### config.mk
export PLATFORM = sky130hd
export DESIGN_NAME = native_port_buffer
export DESIGN_NICKNAME = d
export VERILOG_FILES = /design/src/rtl/native_port_buffer_pkg.sv /design/src/rtl/nb_sync_fifo.sv /design/src/rtl/native_port_buffer.sv
export SDC_FILE = /design/constraint.sdc
export NUM_CORES = 2
export LEC_CHECK = 0
export CAP_MARGIN = 0
export CELL_PAD_IN_SITES_DETAIL_PLACEMENT = 0
export CELL_PAD_IN_SITES_GLOBAL_PLACEMENT = 1
export CORE_MARGIN = 2
export CORE_UTILIZATION = 51
export DETAILED_ROUTE_END_ITERATION = 7
export PLACE_DENSITY = 0.79
export SYNTH_ARGS = -nofsm -noshare
export SYNTH_HDL_FRONTEND = slang
export SYNTH_SLANG_ARGS = --single-unit
### constraint.sdc
create_clock -name clk -period 43 [get_ports clk]
set_input_delay 6.45 -clock clk [delete_from_list [all_inputs] [get_ports clk]]
set_output_delay 6.45 -clock clk [all_outputs]
set_load 0.01 [all_outputs]
### src/rtl/native_port_buffer_pkg.sv
// ---------------------------------------------------------------------------
// native_port_buffer_pkg
// Shared types and default widths for the native-port decoupling buffer.
//   cmd_entry_t : one queued command {we, addr}
//   wd_entry_t  : one queued write-data beat {data, be}
// The struct types are sized at the default widths. The top keeps its FIFO
// entries as flat vectors so that it can still be re-parameterised.
// ---------------------------------------------------------------------------
package native_port_buffer_pkg;

  localparam int ADDR_W_DEF    = 24;
  localparam int DATA_W_DEF    = 256;
  localparam int BE_W_DEF      = DATA_W_DEF / 8;
  localparam int CMD_DEPTH_DEF = 4;
  localparam int WD_DEPTH_DEF  = 4;
  localparam int RD_DEPTH_DEF  = 8;

  typedef struct packed {
    logic                  we;
    logic [ADDR_W_DEF-1:0] addr;
  } cmd_entry_t;

  typedef struct packed {
    logic [DATA_W_DEF-1:0] data;
    logic [BE_W_DEF-1:0]   be;
  } wd_entry_t;

endpackage

### src/rtl/nb_sync_fifo.sv
// ---------------------------------------------------------------------------
// nb_sync_fifo
// Single-clock FIFO with registered occupancy count.
// The full and empty flags come from the registered count. A push while full
// is dropped, even when a pop happens in the same cycle. A pop while empty is
// ignored. The head entry is always visible on pop_data.
// Ports:
//   clk, rst            : clock, synchronous active-low reset
//   push, push_data     : write request and entry
//   pop                 : consume the head entry
//   pop_data            : head entry (valid when !empty)
//   full, empty, count  : occupancy status (registered)
// ---------------------------------------------------------------------------
module nb_sync_fifo #(
  parameter  int WIDTH = 8,
  parameter  int DEPTH = 4,
  localparam int AW    = $clog2(DEPTH),
  localparam int CW    = AW + 1
) (
  input  logic             clk,
  input  logic             rst,
  input  logic             push,
  input  logic [WIDTH-1:0] push_data,
  input  logic             pop,
  output logic [WIDTH-1:0] pop_data,
  output logic             full,
  output logic             empty,
  output logic [CW-1:0]    count
);

  logic [WIDTH-1:0] mem [DEPTH];
  logic [AW-1:0]    wr_ptr;
  logic [AW-1:0]    rd_ptr;
  logic             do_push;
  logic             do_pop;

  assign full     = (count == CW'(DEPTH));
  assign empty    = (count == '0);
  assign do_push  = push && !full;
  assign do_pop   = pop && !empty;
  assign pop_data = mem[rd_ptr];

  // NOTE: sequential state uses non-blocking assignments so every flop
  // samples the pre-edge values, independent of block ordering.
  always_ff @(posedge clk) begin
    if (!rst) begin
      wr_ptr <= '0;
      rd_ptr <= '0;
      count  <= '0;
    end else begin
      if (do_push) wr_ptr <= wr_ptr + AW'(1);
      if (do_pop)  rd_ptr <= rd_ptr + AW'(1);
      case ({do_push, do_pop})
        2'b10:   count <= count + CW'(1);
        2'b01:   count <= count - CW'(1);
        default: count <= count;
      endcase
    end
  end

  // NOTE: the storage array is deliberately not reset; the pointers and count
  // define which entries are meaningful, and a reset would block RAM mapping.
  always_ff @(posedge clk) begin
    if (do_push) mem[wr_ptr] <= push_data;
  end

endmodule

### src/rtl/native_port_buffer.sv
// ---------------------------------------------------------------------------
// native_port_buffer
// Decoupling buffer between a user master and one native crossbar port.
// - Commands and write data are queued independently.
// - A write command issues only after its data beat is already buffered, so
//   the crossbar never waits on native_wdata_ready.
// - Read issue is limited by credits, so returning read data always has room
//   in the read FIFO.
// Optional feature: define NATIVE_PORT_BUFFER_PERF_EN to add the 32-bit
// wrapping counters perf_rd_cmds, perf_wr_cmds and perf_stall_cycles.
// Ports:
//   clk, rst                 : clock, synchronous active-low reset
//   usr_cmd_*                : user command stream {we, addr}
//   usr_wdata_*              : user write-data stream {data, be}
//   usr_rdata_*              : read data returned to the user
//   native_cmd_*             : command stream to the crossbar
//   native_wdata_*           : write data to the crossbar
//   native_rdata_*           : read data from the crossbar (always accepted)
//   rd_outstanding           : reads issued but not yet popped by the user
//   err_rd_overflow          : sticky flag, read data arrived with FIFO full
// ---------------------------------------------------------------------------
module native_port_buffer
  import native_port_buffer_pkg::*;
#(
  parameter  int ADDR_W    = ADDR_W_DEF,
  parameter  int DATA_W    = DATA_W_DEF,
  parameter  int CMD_DEPTH = CMD_DEPTH_DEF,
  parameter  int WD_DEPTH  = WD_DEPTH_DEF,
  parameter  int RD_DEPTH  = RD_DEPTH_DEF,
  localparam int BE_W      = DATA_W / 8,
  localparam int RD_CW     = $clog2(RD_DEPTH) + 1
) (
  input  logic              clk,
  input  logic              rst,
  input  logic              usr_cmd_valid,
  output logic              usr_cmd_ready,
  input  logic              usr_cmd_we,
  input  logic [ADDR_W-1:0] usr_cmd_addr,
  input  logic              usr_wdata_valid,
  output logic              usr_wdata_ready,
  input  logic [DATA_W-1:0] usr_wdata_data,
  input  logic [BE_W-1:0]   usr_wdata_be,
  output logic              usr_rdata_valid,
  input  logic              usr_rdata_ready,
  output logic [DATA_W-1:0] usr_rdata_data,
  output logic              native_cmd_valid,
  input  logic              native_cmd_ready,
  output logic              native_cmd_first,
  output logic              native_cmd_last,
  output logic              native_cmd_payload_mw,
  output logic              native_cmd_payload_we,
  output logic [ADDR_W-1:0] native_cmd_payload_addr,
  output logic              native_wdata_valid,
  input  logic              native_wdata_ready,
  output logic              native_wdata_first,
  output logic              native_wdata_last,
  output logic [DATA_W-1:0] native_wdata_payload_data,
  output logic [BE_W-1:0]   native_wdata_payload_we,
  input  logic              native_rdata_valid,
  output logic              native_rdata_ready,
  input  logic              native_rdata_first,
  input  logic              native_rdata_last,
  input  logic [DATA_W-1:0] native_rdata_payload_data,
  output logic [RD_CW-1:0]  rd_outstanding,
`ifdef NATIVE_PORT_BUFFER_PERF_EN
  output logic [31:0]       perf_rd_cmds,
  output logic [31:0]       perf_wr_cmds,
  output logic [31:0]       perf_stall_cycles,
`endif
  output logic              err_rd_overflow
);

  localparam int CMD_CW = $clog2(CMD_DEPTH) + 1;
  localparam int WD_CW  = $clog2(WD_DEPTH) + 1;
  localparam int CMD_W  = ADDR_W + 1;
  localparam int WD_W   = DATA_W + BE_W;

  // FIFO status and heads
  logic              cmd_full, cmd_empty;
  logic [CMD_CW-1:0] cmd_count;
  logic [CMD_W-1:0]  cmd_head;
  logic              wd_full, wd_empty;
  logic [WD_CW-1:0]  wd_count;
  logic [WD_W-1:0]   wd_head;
  logic              rd_full, rd_empty;
  logic [RD_CW-1:0]  rd_count;

  // Issue bookkeeping
  logic [WD_CW-1:0]  wr_owed;    // write commands issued whose beat is not yet sent
  logic [RD_CW-1:0]  rd_credit;  // free read-FIFO slots not yet promised to a read
  logic              head_we;
  logic              cmd_fire, wr_fire, rd_fire, wd_fire, pop_fire;

  // Constant framing: every transfer is a single beat, never masked-write.
  assign native_cmd_first      = 1'b1;
  assign native_cmd_last       = 1'b1;
  assign native_cmd_payload_mw = 1'b0;
  assign native_wdata_first    = 1'b1;
  assign native_wdata_last     = 1'b1;
  assign native_rdata_ready    = 1'b1;

  // User-side ready depends only on registered occupancy.
  assign usr_cmd_ready   = !cmd_full;
  assign usr_wdata_ready = !wd_full;
  assign usr_rdata_valid = !rd_empty;

  nb_sync_fifo #(.WIDTH(CMD_W), .DEPTH(CMD_DEPTH)) u_cmd_fifo (
    .clk       (clk),
    .rst       (rst),
    .push      (usr_cmd_valid && usr_cmd_ready),
    .push_data ({usr_cmd_we, usr_cmd_addr}),
    .pop       (cmd_fire),
    .pop_data  (cmd_head),
    .full      (cmd_full),
    .empty     (cmd_empty),
    .count     (cmd_count)
  );

  nb_sync_fifo #(.WIDTH(WD_W), .DEPTH(WD_DEPTH)) u_wd_fifo (
    .clk       (clk),
    .rst       (rst),
    .push      (usr_wdata_valid && usr_wdata_ready),
    .push_data ({usr_wdata_data, usr_wdata_be}),
    .pop       (wd_fire),
    .pop_data  (wd_head),
    .full      (wd_full),
    .empty     (wd_empty),
    .count     (wd_count)
  );

  // Read data is pushed unconditionally; the credit scheme keeps it from
  // ever arriving while full unless the crossbar misbehaves.
  nb_sync_fifo #(.WIDTH(DATA_W), .DEPTH(RD_DEPTH)) u_rd_fifo (
    .clk       (clk),
    .rst       (rst),
    .push      (native_rdata_valid),
    .push_data (native_rdata_payload_data),
    .pop       (pop_fire),
    .pop_data  (usr_rdata_data),
    .full      (rd_full),
    .empty     (rd_empty),
    .count     (rd_count)
  );

  assign head_we                   = cmd_head[ADDR_W];
  assign native_cmd_payload_we     = head_we;
  assign native_cmd_payload_addr   = cmd_head[ADDR_W-1:0];
  assign native_wdata_payload_data = wd_head[WD_W-1:BE_W];
  assign native_wdata_payload_we   = wd_head[BE_W-1:0];

  // A write may issue only when a buffered beat exists that is not already
  // owed to an earlier write. A read needs a free credit. A blocked head
  // stalls everything behind it, which keeps issue strictly in order.
  // NOTE: always_comb assigns a default first so no path leaves the output
  // unassigned, which would otherwise infer a latch.
  always_comb begin
    native_cmd_valid = 1'b0;
    if (!cmd_empty) begin
      native_cmd_valid = head_we ? (wd_count > wr_owed) : (rd_credit != '0);
    end
  end

  // wd FIFO holds at least wr_owed beats, so this never presents a bubble.
  assign native_wdata_valid = (wr_owed != '0);

  assign cmd_fire = native_cmd_valid && native_cmd_ready;
  assign wr_fire  = cmd_fire && head_we;
  assign rd_fire  = cmd_fire && !head_we;
  assign wd_fire  = native_wdata_valid && native_wdata_ready;
  assign pop_fire = usr_rdata_valid && usr_rdata_ready;

  always_ff @(posedge clk) begin
    if (!rst) begin
      wr_owed <= '0;
    end else begin
      case ({wr_fire, wd_fire})
        2'b10:   wr_owed <= wr_owed + WD_CW'(1);
        2'b01:   wr_owed <= wr_owed - WD_CW'(1);
        default: wr_owed <= wr_owed;
      endcase
    end
  end

  always_ff @(posedge clk) begin
    if (!rst) begin
      rd_credit <= RD_CW'(RD_DEPTH);
    end else begin
      case ({rd_fire, pop_fire})
        2'b10:   rd_credit <= rd_credit - RD_CW'(1);
        2'b01:   rd_credit <= rd_credit + RD_CW'(1);
        default: rd_credit <= rd_credit;
      endcase
    end
  end

  assign rd_outstanding = RD_CW'(RD_DEPTH) - rd_credit;

  always_ff @(posedge clk) begin
    if (!rst) begin
      err_rd_overflow <= 1'b0;
    end else if (native_rdata_valid && rd_full) begin
      err_rd_overflow <= 1'b1;
    end
  end

`ifdef NATIVE_PORT_BUFFER_PERF_EN
  always_ff @(posedge clk) begin
    if (!rst) begin
      perf_rd_cmds      <= '0;
      perf_wr_cmds      <= '0;
      perf_stall_cycles <= '0;
    end else begin
      if (rd_fire) perf_rd_cmds <= perf_rd_cmds + 32'd1;
      if (wr_fire) perf_wr_cmds <= perf_wr_cmds + 32'd1;
      if (!cmd_empty && !native_cmd_valid) perf_stall_cycles <= perf_stall_cycles + 32'd1;
    end
  end
`endif

  // Framing inputs carry no information for single-beat transfers.
  logic unused_ok;
  assign unused_ok = &{1'b0, native_rdata_first, native_rdata_last,
                       cmd_count, rd_count, wd_empty};

endmodule

After elaboration in Yosys (flattened, before gate mapping)
Memory sizes are Yosys's and may differ from the RTL's. A register that Yosys moved wholly into a read port is not among the register bits.
Index checks and enable logic that the tools add are counted.
Cells by class
  reduce and logical (&&, ||, !) cells: 31
  add/subtract/negate cells: 17
  magnitude comparators: 1
  muxes and demuxes: 19
  eq/ne operators: 13
Operator list (count)
  one-hot mux 3 bit (2 select lines): 3
  one-hot mux 4 bit (2 select lines): 2
  adder 3 x 1 -> 3 bit, second input constant: 5
  logical AND 1 bit: 14
  equality test 2 x 1 -> 1 bit, second input constant: 5
  equality test 2 bit, second input constant: 5
  nonzero test 2 bit: 5
  subtractor 3 x 1 -> 3 bit, second input constant: 3
  adder 2 x 1 -> 2 bit, second input constant: 4
  adder 4 x 1 -> 4 bit, second input constant: 2
  2-to-1 mux 1 bit: 8
  2-to-1 mux 2 bit: 4
  subtractor 4 x 1 -> 4 bit, second input constant: 2
  logical NOT 1 bit: 7
  equality test 3 bit, second input constant: 2
  logical NOT 3 bit: 2
  2-to-1 mux 3 bit: 2
  equality test 4 bit, second input constant: 1
  logical NOT 4 bit: 1
  nonzero test 4 bit: 1
  subtractor 4 bit, first input constant: 1
  greater-than comparator 3 bit: 1
  nonzero test 3 bit: 1
Word-level totals
  flip-flop bits (word level): 32
  memories kept: 3
  RAM bits: 3300
  logic and storage cells: 96
Memories
  u_rd_fifo.mem: words 8, width 256, rd ports 1, clocked after Yosys merged registers in 1, wr ports 1, RTL line nb_sync_fifo.sv:31  | logic [WIDTH-1:0] mem [DEPTH];
  u_wd_fifo.mem: words 4, width 288, rd ports 1, clocked after Yosys merged registers in 1, wr ports 1, RTL line nb_sync_fifo.sv:31
  u_cmd_fifo.mem: words 4, width 25, rd ports 1, clocked after Yosys merged registers in 1, wr ports 1, RTL line nb_sync_fifo.sv:31

Logic depth before layout (Yosys ltp)
  word-level depth: 7
  mapped depth: 15
  mapped depth without buffers: 15

Hierarchy
A second synthesis with hierarchy kept.
Second synthesis, totals
  cells, all modules: 4863
  area, all modules: 124431.8 um^2
By module, submodules not included
  nb_sync_fifo at u_rd_fifo: area each 77558.1 um^2, cells an instance 3035, times used 1, sequential area each 61759.2 um^2
  nb_sync_fifo at u_wd_fifo: area each 42037.8 um^2, cells an instance 1558, times used 1, sequential area each 34773.4 um^2
  nb_sync_fifo at u_cmd_fifo: area each 4126.5 um^2, cells an instance 185, times used 1, sequential area each 3183.1 um^2
  native_port_buffer: area each 709.4 um^2, cells an instance 85, times used 1, sequential area each 160.2 um^2

Worst setup path after synthesis
OpenSTA, ideal clock, no wires.
  path kind: input to register
  start: input native_rdata_valid
  end: memory u_rd_fifo.mem[0][0] in the netlist's numbering (enable)
  setup time: 1.499 ns
  cell stages on the path: 3
  data required time: 41.501 ns
  arrival: 31.109 ns
  setup slack: 10.392 ns
  cell sequence: a21boi_0 inv_1 nor4_1
On the way
  longest elaborated chain between the ends: 3
RTL lines
  from (decl): RTL line native_port_buffer.sv:59  | input logic native_rdata_valid,
  logical AND 1 bit: RTL line nb_sync_fifo.sv:39  | assign do_push = push && !full;
  2-to-1 mux 1 bit: RTL line nb_sync_fifo.sv:64  | if (do_push) mem[wr_ptr] <= push_data;
  2-to-1 mux 1 bit (implied by the code): RTL line nb_sync_fifo.sv:64
  to (decl): RTL line nb_sync_fifo.sv:31
No other way between the ends.

==> qor.yml <==
seq_power_share_pct: 47.4
dr.pass1.iters: 5
h-tree-depth: 5
cp.arrival_ns: 8.50
die_w_microns: 496.5
grt_pass1_vias: 57010
drt-initial-drc-count: 5105
cts_buffers: 344
drtAntennaViolNets: 0
min_period_over_period_pct: 34.78
cts-root-buf: "clkbuf_16"
layout.nets: 6815
io_pins: 1164
synth_top_cells_by_count: "3300 x edfxtp_1, 824 x mux4_2, 256 x mux2_2"
yosys-top-cells-area: "edfxtp_1 80%, mux4_2 15%, mux2_2 2.3%, dfxtp_1 0.63%, buf_2 0.35%"
ys_async_sr_fraction_pct: 0
rsz0062_at_grt: "no"
skew_ns: 0.07495
place_hpwl_microns: 179500
fp.coreArea_sq_um: 240800
synth_most_common_cell: "edfxtp_1"
drv_cap: 0
cts-resized-gates: 0
vias: 56276
synth-seq-area-share_pct: 80.74
finalSetupViolCount: 0
hold_path.class: "reg -> reg"
cp_data_required_time_ns: 36.55
grt_max_degree: 147
synth-edff-count: 3300
hold_depth: 2
ys_warn_count: 0
clock_latency_ns: 0.95
synth_area_sq_um: 123700
cp-start-kind: "flip-flop"
p_switching_mw: 1.960
netSwitchingFraction_pct: 24.25
die-area_sq_um: 246500
synthCells: 4840
cts.sinks: 3339
setup_ws_ns: 28.05
overflow: 0
clock.fmax_ghz: 0.06687
tightest_slew_ns: 1.137
p_int_mw: 6.124
routed_via_density: 5.800
period_minus_slack_ns: 14.95
postCtsHoldBufs: 0
synth_cell_types: 40
track_usage_pct: 23.13
pwr_density_cell_nw_per_um2: 54.07
worst-setup-path-type: "reg -> out"
wl_microns: 291400
worstSetupEndpointType: "output port"
synth_area_per_cell_sq_um: 25.56
status: "finished clean"
slew_viol_final: 0
power.total_mw: 8.084
layout-drive-gt1-share_pct: 25.19
drc: 0
antenna_found_initial: 174
nFillCells: 15902
p_clk_share_pct: 33.5
peakVddDrop_uv: 45.51
r2r_end: "u_rd_fifo.mem[3][226]$_DFFE_PP_"
cts_tree: "built"
hold_viol: 0
synth.largest_area_cell: "edfxtp_1"
io_buffers: 1155
clockBufferDepth: 4
slew_headroom_pct: 24.19
synth-seq-cells: 3339
critPathMaxFanout: 70
drt-wirelength-per-cell_microns: 30.04
start_util_pct: 51.38
comb_power_share_pct: 19.1
worstReg2RegStart: "u_rd_fifo.count[0]$_SDFFE_PN0P_"
rows: 180
ys.flop_type: "edfxtp_1"
p_leak_nw: 46.15
post_cts_buffers: 0
r2r_cells: 8
fin_setup_tns_ns: 0
hold_start: "u_cmd_fifo.rd_ptr[1]$_SDFFE_PN0P_"
grt_pass1_wl_microns: 406200
clk_pin_slew_ns: 0.06
rrSetupSlack_ns: 37.84
die_h_microns: 496.5
yosys.area.top_type_share_pct: 80.11
gp_congestion: 0.7708
area_growth_pct: 20.86
dp_slack_ns: 28.89
-- worst max-delay path, cell delays in order (launching register included) --
cell and delay, ns:
dfxtp_4 0.62, buf_4 0.74, buf_4 0.81, buf_4 0.91, buf_4 0.95, buf_4 0.82, buf_4 0.91, mux4_2 0.42
mux2_2 0.27, clkdlybuf4s50_1 0.61
-- how the worst max path moves through the flow --
| stage | start | end | slack [ns] |
|---|---|---|---|
| 2_1_floorplan | native_rdata_valid | u_rd_fifo.mem[0][0]$_DFFE_PP_ | 10.39 |
| 3_3_place_gp | flip-flop | usr_rdata_data[200] | 28.91 |
| 3_5_place_dp | flip-flop | usr_rdata_data[199] | 28.89 |
| 4_1_cts | flip-flop | usr_rdata_data[199] | 27.88 |
| 5_1_grt | flip-flop | usr_rdata_data[200] | 27.66 |
| 6_report | flip-flop | usr_rdata_data[160] | 28.05 |
-- routing by layer --
layer | GRT usage [%] | vias up | share of wire (%)
met5 | 0 | - | 0.22
met4 | 9.628 | 106 | 3.3
met3 | 10.15 | 579 | 11
met2 | 36.67 | 2276 | 49
met1 | 27.81 | 29621 | 36
li1 | - | 23694 | -
-- logic make-up after synthesis --
kind of cell               synth area share (%)
other                                  0.006071
xor gates and xnor gates                 0.1558
and+or+nand+nor                          0.3904
DFF                                       80.74
adders and majority gates                0.3136
muxes                                     17.37
AOI/OAI and AO/OA                        0.1628
buffers and inverters                    0.8618
-- power by group through the flow --
| stage | Clock, mW | Combinational, mW | Sequential, mW |
|---|---|---|---|
| 2_1_floorplan | 0 | 0.881 | 3.95 |
| 3_3_place_gp | 0 | 1.55 | 3.89 |
| 3_5_place_dp | 0 | 1.56 | 3.90 |
| 4_1_cts | 2.76 | 1.57 | 3.83 |
| 5_1_grt | 2.88 | 1.64 | 3.85 |
| 6_report | 2.71 | 1.54 | 3.83 |
-- stage by stage --
step                      util [%]  instance area (sq um)  hold slack [ns]  instances
final                        62.10                 149500           0.4633       9702
after global routing         62.08                 149500           0.4991       9681
after CTS                    62.03                 149300           0.4704       9632
after detailed placement     57.81                 139200           0.4746       9047
after global placement       57.81                 139200           0.4639       9047
after floorplan                  -                 123700           0.4451       4844
-- area by class of cell --
class / count / area (sq um) / area share (%)
Inverter: 24 / 90.09 / 0.06026
Clock inverter: 173 / 1206 / 0.8068
Antenna cell: 70 / 175.2 / 0.1172
Timing Repair Buffer: 1240 / 12360 / 8.269
Multi-Input combinational cell: 1259 / 22840 / 15.28
Clock buffer: 412 / 8947 / 5.985
Tap cell: 3185 / 3985 / 2.666
Sequential cell: 3339 / 99900 / 66.82
-- placed cells by master (no fill, tap or decap), types with 23 or more instances in the layout --
master / synthesis / layout
clkdlybuf4s50_1: 0 / 1155
ha_1: 23 / 23
mux2_2: 256 / 256
diode_2: 0 / 70
inv_1: 24 / 24
clkbuf_16: 0 / 347
clkinv_2: 0 / 55
mux4_2: 824 / 824
clkbuf_1: 86 / 63
edfxtp_1: 3300 / 3300
dfxtp_1: 39 / 33
buf_4: 7 / 72
clkinv_1: 0 / 84
-- sequential cells by signal, summed over array words and instances (netlist names), named ones only --
name / cells
u_rd_fifo.mem: 2048
u_wd_fifo.mem: 1152
u_cmd_fifo.mem: 100
rd_credit: 4
u_rd_fifo.count: 4
u_cmd_fifo.count: 3
u_rd_fifo.rd_ptr: 3
u_rd_fifo.wr_ptr: 3
u_wd_fifo.count: 3
wr_owed: 3
u_cmd_fifo.rd_ptr: 2
u_cmd_fifo.wr_ptr: 2
u_wd_fifo.rd_ptr: 2
u_wd_fifo.wr_ptr: 2
err_rd_overflow: 1
Note: power is estimated with default switching activity, not from simulation.
